### config.mk
export PLATFORM = sky130hd
export DESIGN_NAME = fpmul_pipe_flat
export DESIGN_NICKNAME = d
export VERILOG_FILES = /design/src/rtl/fpmul_pipe_if.sv /design/src/rtl/fpmul_pipe.sv /design/src/flat_wrapper.sv
export SDC_FILE = /design/constraint.sdc
export NUM_CORES = 2
export LEC_CHECK = 0
export ABC_AREA = 1
export BUFFER_PORTS_ARGS = -buffer_cell sky130_fd_sc_hd__buf_2
export CAP_MARGIN = 15
export CORE_MARGIN = 2
export CORE_UTILIZATION = 49
export CTS_BUF_LIST = sky130_fd_sc_hd__clkbuf_16
export CTS_CLUSTER_SIZE = 8
export DETAILED_ROUTE_END_ITERATION = 7
export PLACE_DENSITY = 0.66
export SLEW_MARGIN = 25
export SYNTH_ARGS = -nofsm -noshare
export SYNTH_HDL_FRONTEND = slang
export SYNTH_SLANG_ARGS = --single-unit
### constraint.sdc
create_clock -name clk -period 9.3 [get_ports clk]
set_clock_uncertainty 0.2 [all_clocks]
set_input_delay 1.86 -clock clk [delete_from_list [all_inputs] [get_ports clk]]
set_output_delay 1.86 -clock clk [all_outputs]
set_load 0.005 [all_outputs]
### src/rtl/fpmul_pipe_if.sv
`default_nettype none
// ============================================================================
// Module  : fpmul_pipe_if
// Brief   : Operand/result handshake bundle for the pipelined FP multiplier.
// Rev     : 1.0  initial release
// ============================================================================
interface fpmul_pipe_if #(
  parameter int EXP_W = 8,
  parameter int MAN_W = 23
);
  logic                   in_valid;
  logic                   in_ready;
  logic [EXP_W+MAN_W:0]   a;
  logic [EXP_W+MAN_W:0]   b;
  logic                   out_valid;
  logic                   out_ready;
  logic [EXP_W+MAN_W:0]   c;
  logic                   ovf;
  logic                   unf;
  logic                   inv;
  logic                   over_mul_under;

  modport master (
    output in_valid, a, b, out_ready,
    input  in_ready, out_valid, c, ovf, unf, inv, over_mul_under
  );

  modport slave (
    input  in_valid, a, b, out_ready,
    output in_ready, out_valid, c, ovf, unf, inv, over_mul_under
  );
endinterface
`default_nettype wire

### src/rtl/fpmul_pipe.sv
`default_nettype none
// ============================================================================
// Module  : fpmul_pipe
// Brief   : Parametrised pipelined IEEE-style multiplier, RNE rounding, FTZ.
// Rev     : 1.0  initial release
// ============================================================================
module fpmul_pipe #(
  parameter int EXP_W  = 8,
  parameter int MAN_W  = 23,
  parameter int STAGES = 3
) (
  input  logic         clk,
  input  logic         rst_n,
  fpmul_pipe_if.slave  bus
);

  localparam int c_W     = 1 + EXP_W + MAN_W;
  localparam int c_PW    = 2 * (MAN_W + 1);
  localparam int c_NPOST = (STAGES >= 2) ? STAGES - 1 : 1;

  localparam logic [EXP_W+1:0] c_BIAS = {3'b000, {(EXP_W-1){1'b1}}};
  localparam logic [EXP_W+1:0] c_EMAX = {2'b00, {EXP_W{1'b1}}};
  localparam logic [c_W-1:0]   c_QNAN = {1'b0, {EXP_W{1'b1}}, 1'b1, {(MAN_W-1){1'b0}}};

  localparam logic [1:0] c_CLS_NORM = 2'd0;
  localparam logic [1:0] c_CLS_NAN  = 2'd1;
  localparam logic [1:0] c_CLS_INF  = 2'd2;
  localparam logic [1:0] c_CLS_ZERO = 2'd3;

  typedef struct packed {
    logic             s;
    logic [1:0]       cls;
    logic [EXP_W+1:0] e;
    logic [c_PW-1:0]  p;
  } mid_t;

  typedef struct packed {
    logic [c_W-1:0] c;
    logic           ovf;
    logic           unf;
    logic           inv;
    logic           omu;
  } res_t;

  logic                 w_stall;
  logic                 w_sa, w_sb;
  logic [EXP_W-1:0]     w_ea, w_eb;
  logic [MAN_W-1:0]     w_fa, w_fb;
  logic                 w_a_nan, w_b_nan, w_a_inf, w_b_inf, w_a_zero, w_b_zero;
  mid_t                 w_front;
  mid_t                 w_mid;
  logic                 w_mid_v;

  logic                 w_msb;
  logic [c_PW-2:0]      w_pn;
  logic                 w_guard, w_sticky, w_rup;
  logic [MAN_W:0]       w_fr;
  logic [EXP_W+1:0]     w_en, w_ef;
  logic                 w_unf, w_ovf;
  res_t                 w_res;

  logic [c_NPOST-1:0]   r_pv;
  res_t                 r_pres [c_NPOST];

  assign w_stall      = r_pv[c_NPOST-1] & ~bus.out_ready;
  assign bus.in_ready = ~w_stall;

  assign {w_sa, w_ea, w_fa} = bus.a;
  assign {w_sb, w_eb, w_fb} = bus.b;

  assign w_a_nan  = (&w_ea) & (|w_fa);
  assign w_b_nan  = (&w_eb) & (|w_fb);
  assign w_a_inf  = (&w_ea) & ~(|w_fa);
  assign w_b_inf  = (&w_eb) & ~(|w_fb);
  assign w_a_zero = ~(|w_ea);
  assign w_b_zero = ~(|w_eb);

  // Decode and raw significand product; denormals count as zero.
  always_comb begin
    w_front.s = w_sa ^ w_sb;
    w_front.e = {2'b00, w_ea} + {2'b00, w_eb} - c_BIAS;
    w_front.p = {{(MAN_W+1){1'b0}}, 1'b1, w_fa} * {{(MAN_W+1){1'b0}}, 1'b1, w_fb};
    if (w_a_nan || w_b_nan || (w_a_inf && w_b_zero) || (w_a_zero && w_b_inf))
      w_front.cls = c_CLS_NAN;
    else if (w_a_inf || w_b_inf)
      w_front.cls = c_CLS_INF;
    else if (w_a_zero || w_b_zero)
      w_front.cls = c_CLS_ZERO;
    else
      w_front.cls = c_CLS_NORM;
  end

  generate
    if (STAGES >= 2) begin : g_split
      mid_t r_mid;
      logic r_mid_v;
      always_ff @(posedge clk or negedge rst_n) begin
        if (!rst_n) begin
          r_mid   <= '0;
          r_mid_v <= 1'b0;
        end else if (!w_stall) begin
          r_mid   <= w_front;
          r_mid_v <= bus.in_valid;
        end
      end
      assign w_mid   = r_mid;
      assign w_mid_v = r_mid_v;
    end else begin : g_flat
      assign w_mid   = w_front;
      assign w_mid_v = bus.in_valid;
    end
  endgenerate

  // Normalise, round to nearest even, then classify the final exponent.
  always_comb begin
    w_msb    = w_mid.p[c_PW-1];
    w_pn     = w_msb ? w_mid.p[c_PW-2:0] : {w_mid.p[c_PW-3:0], 1'b0};
    w_guard  = w_pn[MAN_W];
    w_sticky = |w_pn[MAN_W-1:0];
    w_rup    = w_guard & (w_sticky | w_pn[MAN_W+1]);
    w_fr     = {1'b0, w_pn[c_PW-2:MAN_W+1]} + {{MAN_W{1'b0}}, w_rup};
    w_en     = w_mid.e + {{(EXP_W+1){1'b0}}, w_msb};
    w_ef     = w_en + {{(EXP_W+1){1'b0}}, w_fr[MAN_W]};
    w_unf    = w_en[EXP_W+1] | (w_en == '0);
    w_ovf    = ~w_ef[EXP_W+1] & (w_ef >= c_EMAX);

    w_res = '0;
    case (w_mid.cls)
      c_CLS_NAN: begin
        w_res.c   = c_QNAN;
        w_res.inv = 1'b1;
      end
      c_CLS_INF:  w_res.c = {w_mid.s, {EXP_W{1'b1}}, {MAN_W{1'b0}}};
      c_CLS_ZERO: w_res.c = {w_mid.s, {(EXP_W+MAN_W){1'b0}}};
      default: begin
        if (w_unf) begin
          w_res.c   = {w_mid.s, {(EXP_W+MAN_W){1'b0}}};
          w_res.unf = 1'b1;
          w_res.omu = 1'b1;
        end else if (w_ovf) begin
          w_res.c   = {w_mid.s, {EXP_W{1'b1}}, {MAN_W{1'b0}}};
          w_res.ovf = 1'b1;
          w_res.omu = 1'b1;
        end else begin
          w_res.c   = {w_mid.s, w_ef[EXP_W-1:0], w_fr[MAN_W-1:0]};
        end
      end
    endcase
  end

  always_ff @(posedge clk or negedge rst_n) begin
    if (!rst_n) begin
      r_pv <= '0;
      for (int i = 0; i < c_NPOST; i++) r_pres[i] <= '0;
    end else if (!w_stall) begin
      r_pv[0]   <= w_mid_v;
      r_pres[0] <= w_res;
      for (int i = 1; i < c_NPOST; i++) begin
        r_pv[i]   <= r_pv[i-1];
        r_pres[i] <= r_pres[i-1];
      end
    end
  end

  assign bus.out_valid      = r_pv[c_NPOST-1];
  assign bus.c              = r_pres[c_NPOST-1].c;
  assign bus.ovf            = r_pres[c_NPOST-1].ovf;
  assign bus.unf            = r_pres[c_NPOST-1].unf;
  assign bus.inv            = r_pres[c_NPOST-1].inv;
  assign bus.over_mul_under = r_pres[c_NPOST-1].omu;

endmodule
`default_nettype wire
### src/flat_wrapper.sv
// flat-port wrapper written by rule: the top's interface ports become plain ports
module fpmul_pipe_flat 
#(
  parameter int EXP_W  = 8,
  parameter int MAN_W  = 23,
  parameter int STAGES = 3
)
  (clk, rst_n, bus_in_valid, bus_a, bus_b, bus_out_ready, bus_in_ready, bus_out_valid, bus_c, bus_ovf, bus_unf, bus_inv, bus_over_mul_under);
  fpmul_pipe_if #(.EXP_W(EXP_W), .MAN_W(MAN_W)) bus_i ();
  input  logic clk;
  input  logic rst_n;
  input wire logic [$bits(bus_i.in_valid)-1:0] bus_in_valid;
  input wire logic [$bits(bus_i.a)-1:0] bus_a;
  input wire logic [$bits(bus_i.b)-1:0] bus_b;
  input wire logic [$bits(bus_i.out_ready)-1:0] bus_out_ready;
  output wire logic [$bits(bus_i.in_ready)-1:0] bus_in_ready;
  output wire logic [$bits(bus_i.out_valid)-1:0] bus_out_valid;
  output wire logic [$bits(bus_i.c)-1:0] bus_c;
  output wire logic [$bits(bus_i.ovf)-1:0] bus_ovf;
  output wire logic [$bits(bus_i.unf)-1:0] bus_unf;
  output wire logic [$bits(bus_i.inv)-1:0] bus_inv;
  output wire logic [$bits(bus_i.over_mul_under)-1:0] bus_over_mul_under;
  assign bus_i.in_valid = bus_in_valid;
  assign bus_i.a = bus_a;
  assign bus_i.b = bus_b;
  assign bus_i.out_ready = bus_out_ready;
  assign bus_in_ready = bus_i.in_ready;
  assign bus_out_valid = bus_i.out_valid;
  assign bus_c = bus_i.c;
  assign bus_ovf = bus_i.ovf;
  assign bus_unf = bus_i.unf;
  assign bus_inv = bus_i.inv;
  assign bus_over_mul_under = bus_i.over_mul_under;
  fpmul_pipe #(.EXP_W(EXP_W), .MAN_W(MAN_W), .STAGES(STAGES)) u_core (.clk(clk), .rst_n(rst_n), .bus(bus_i));
endmodule
# After elaboration in Yosys (flattened, before gate mapping)
# Index checks and enable logic that the tools add are counted.
# W data, S select, Z words.
# totals
output_inout_bits	38
wordCells	73
inputBits	68
ff_bits	136
# classes
reduce_logical	16
mux	14
n_addsub	5
eq_ne	3
bitwise	17
n_lt_le_gt_ge	1
multipliers	1
# op_table
cell	count
$pmux W32 S3	1
$reduce_or A23 Y1	3
$mux W31	2
$mul A24 B24 Y48	1
$mux W47	1
$add A23 B1 Y24	1
$add A10 B1 Y10	2
$reduce_and A8 Y1	2
$reduce_or A8 Y1	2
$ge A10 B8 Y1 const B	1
$logic_not A10 Y1	1
$sub A10 B7 Y10 const B	1
$add A8 B8 Y9	1
$mux W2	4
$and A1 B1 Y1	7
$not A1 Y1	7
$mux W1	6
$logic_or A1 B1 Y1	5
$eq A2 B2 Y1 const B	2
$reduce_or A3 Y1	1
$eq A2 B1 Y1 const B	1
$logic_and A1 B1 Y1	2
$or A1 B1 Y1	2
$xor A1 B1 Y1	1

# Logic depth before layout (Yosys ltp)
# depth
ltp_word	11
depth_mapped	31
depth_no_buf	29

# Least setup slack after synthesis
# Ideal clock, no wire load.
# synth_timing
kind	input to register
start	in bus_b[3]
end	reg u_core.g_split.r_mid[23] (netlist bit)
t_arrival_ns	7.615
slack_ns	1.355
required_ns	8.970
path_buffers	2
setup_ns	0.130
stages	26
cell_sequence	clkbuf_1 -> clkbuf_1 -> nand2_1 -> fa_1 -> inv_1 -> fa_1 -> inv_1 -> fa_1 -> inv_1 -> fa_1 -> inv_1 -> fa_1 -> inv_1 -> fa_1 -> inv_1 -> fa_1 -> inv_1 -> ha_1 -> a21oi_1 -> o21ai_0 -> a21oi_1 -> o21ai_0 -> a21o_1 -> or2_2 -> nand3_1 -> o21ai_0
# synth_between
elab_chain_cells	1
# synth_rtl
element	line	rtl
start: declaration	flat_wrapper.sv:14	input wire logic [$bits(bus_i.b)-1:0] bus_b;
$mul A24 B24 Y48	fpmul_pipe.sv:82	w_front.p = {{(MAN_W+1){1'b0}}, 1'b1, w_fa} * {{(MAN_W+1){1'b0}}, 1'b1, w_fb};
end signal: assignment	fpmul_pipe.sv:102	r_mid <= w_front;
end: declaration	fpmul_pipe.sv:95	mid_t r_mid;
# Every way passes these cells.
# A chain may end at the register's enable or synchronous reset.

# Worst setup path in the final report
# layout_timing
start	in bus_a[9]
end	reg u_core.g_split.r_mid[23] (netlist bit)
# layout_between
elab_chain_cells	1
# layout_rtl
element	line	rtl
start: declaration	flat_wrapper.sv:13	input wire logic [$bits(bus_i.a)-1:0] bus_a;
$mul A24 B24 Y48	fpmul_pipe.sv:82	
# Every way passes these cells.

==> metrics.md <==
| Metric | Value |
|---|---|
| Hold_ws | `roughly 0.26 ns` |
| Cells after Synth | `around 3700` |
| Final hold vios | `0` |
| Clk root buf | `clkbuf_16` |
| Post-synthesis sequential area ratio | `12.4%` |
| Least-Margin Pin Slew | `between 0.9 and 1 ns` |
| Drt wl/cell | `about 17 microns` |
| Area grow syn2layout | `5.15%` |
| Global-route wire length before repair | `~120000 microns` |
| Post-synth EDFFs | `0` |
| Row cnt | `between 80 and 90` |
| RSZ-0062 raised after global routing | `no` |
| Post-synthesis cell area | `~0.027 sq mm` |
| CTS H-Tree Depth | `4` |
| Detail Route Antenna Nets | `0` |
| Max Buffers Root-to-Sink | `2` |
| #FFs+latches synth | `136` |
| 1st-pass router iterations | `5` |
| Hold Crit Class | `reg -> reg` |
| Asr flop ratio synth | `100%` |
| DR iter-0 viols | `about 1400` |
| IO Pins | `roughly 110` |
| HPWL after DPL | `about 57000 microns` |
| Clk pin slew, worst setup/hold paths | `about 0.06 ns` |
| Routability cong. | `0.947` |
| CTS Hold Buffers Added | `0` |
| Resize count post-CTS | `0` |
| Post-CTS Setup Bufs | `0` |
| Synth Net Count | `approximately 4400` |
| CP Capture Type | `register` |
| Most frequent cells in the layout | `inv_1 (1023), nand2_1 (1005), fa_1 (483), ha_1 (191), nor2_1 (143)` |
| CP Launch Type | `input pin` |
| Worst endpoint required time | `roughly 9.4 ns` |
| Worst slack at placement | `about 0.66 ns` |
| Status | `finished, final reports clean` |
| Largest net degree at the start of global routing | `between 90 and 100` |
| Critical path type | `in -> reg` |
| GR Overflow Total | `0` |
| Vias in the first global route | `23500` |
| Max Cap Viol | `0` |
| Total global-route track usage | `between 20% and 30%` |
| Final worst path period need | `8.25 ns` |
| Core footprint | `around 0.055 sq mm` |
| Die Y-Extent | `241 microns` |
| Fraction of layout cells with a size suffix above 1 | `approximately 6%` |
| # nets final | `around 4400` |
| Final Cycle Share | `between 80% and 90%` |
| Most common cell after layout, fill and taps aside | `inv_1` |
| DRC | `0` |
| Slew headroom | `roughly a third` |
| Via count | `22000` |
| Clock Sinks | `~140` |
| Initial antenna violation count | `1` |
| Crit path DAT | `8.31 ns` |
| Fin cells | `~4400` |
| Die ar. | `approximately 0.058 sq mm` |
| CTS tree | `yes` |
| Max Slew Vio Count | `0` |
| Port Buf Inserts | `105` |
| CTS buffer count | `17` |
| Distinct cells, synth | `53` |
| Drt via density | `roughly 5.0` |
| Ys flop type | `dfrtp_1` |
| Placed insts | `about 4400` |
| PnR worst setup slack | `about 1.1 ns` |
| Synth Warn # | `0` |
| Setup TNS | `0 ns` |
| Final wirelength | `just over 70000 microns` |
| # fillers | `5455` |
| Worst skew pair latency | `roughly 0.42 ns` |
| Mean Syn Cell Area | `7.51 sq um` |
| Fmax achieved | `about 0.12 GHz` |
| Die width | `roughly 240 microns` |
| Setup violations, final | `0` |
| Initial core utilization | `between 40% and 50%` |
| # diodes | `0` |
| Crit Path Max Fanout | `25` |
[worst paths after layout]
kind	to	from	slack [ns]	depth (start not counted)
min in group asynchronous	u_core.bus.c[27]	rst_n	1.35	1
worst min register to register	u_core.r_pv[1]	u_core.r_pv[0]	0.26	2
worst max-delay path	u_core.g_split.r_mid[23]	bus_a[9]	1.05	25
max in group asynchronous	u_core.g_split.r_mid[38]	rst_n	6.48	2
worst max register to register	u_core.r_pres[40]	u_core.g_split.r_mid[47]	4.46	28
worst min-delay path	u_core.r_pv[1]	u_core.r_pv[0]	0.26	2
[per-stage QoR]
step / cell area (sq um) / util, %
2_1_floorplan: 27400 / -
3_3_place_gp: 28200 / 51.2
3_5_place_dp: 28200 / 51.2
4_1_cts: 28800 / 52.2
6_report: 28800 / 52.2
5_1_grt: 28800 / 52.2
[synth_stat cells (all sizes together) (4+ instances only)]
master  count  area [sq um]
a21o        5          37.5
nor4       18           119
xor2       22           193
inv      1027          3860
nor3       20           100
o21ai     138           747
clkbuf    121           454
buf        45           325
nand3b      6          61.3
xnor2      12           105
nand4      27           169
a21oi      76           380
o21a        6          45.0
a21boi      4          30.0
ha        191          2390
fa        483          9670
o21bai      6          45.0
or2        16           100
dfrtp     136          3400
nor2      158           643
a31oi       8          50.1
nand3      91           483
nand2    1015          3850
[sequential cells by signal (all words and copies together), names as in the netlist]
register and count:
u_core.g_split.r_mid 61, u_core.r_pres 36, u_core.bus.c 32, u_core.r_pv 2
u_core.bus.inv 1, u_core.bus.over_mul_under 1, u_core.bus.ovf 1, u_core.bus.unf 1
u_core.g_split.r_mid_v 1
[critical path, cell delays in order]
cell and delay (ns):
buf_2 0.61, nand2_1 0.12, inv_1 0.12, fa_1 0.46, fa_1 0.53, inv_1 0.06, fa_1 0.48, inv_1 0.05
fa_1 0.49, inv_1 0.05, fa_1 0.54, inv_1 0.05, fa_1 0.49, inv_1 0.05, fa_1 0.47, inv_1 0.04
ha_1 0.31, a21oi_1 0.21, o21ai_0 0.16, a21oi_1 0.24, o21ai_0 0.22, a21o_1 0.21, or2_2 0.28, nand3_1 0.09
o21ai_0 0.09
[final cells by class]
type / count / area, sq um / area share (%)
well taps: 748 / 936 / 3.25
repair buffers: 122 / 659 / 2.29
multi-input cells: 2322 / 19400 / 67.2
clock inverters: 15 / 163 / 0.564
clock buffers: 17 / 425 / 1.48
flip-flops and latches: 136 / 3400 / 11.8
inverters: 1028 / 3860 / 13.4
[kinds of logic (layout without fill, tap and decap cells)]
logic type	count (synthesis)	in the layout	share of synthesized area [%]
buf+inv	1194	1182	16.9
flops	136	136	12.4
fa+ha+maj	674	674	44.0
compound gates	260	260	5.35
xor+xnor	34	34	1.09
simple gates	1354	1354	20.2
[routing by layer]
metal,up-vias,global-route usage (%),routed length [microns]
met1,10700,35.2,30900
li1,10500,-,-
met2,683,45.8,34900
met4,2,8.66,2330
met5,-,0,16
met3,150,3.67,4520
Power is left out: the tool's default activity adds up to more than one toggle a clock period on the data nets, which glitch-free logic cannot reach.
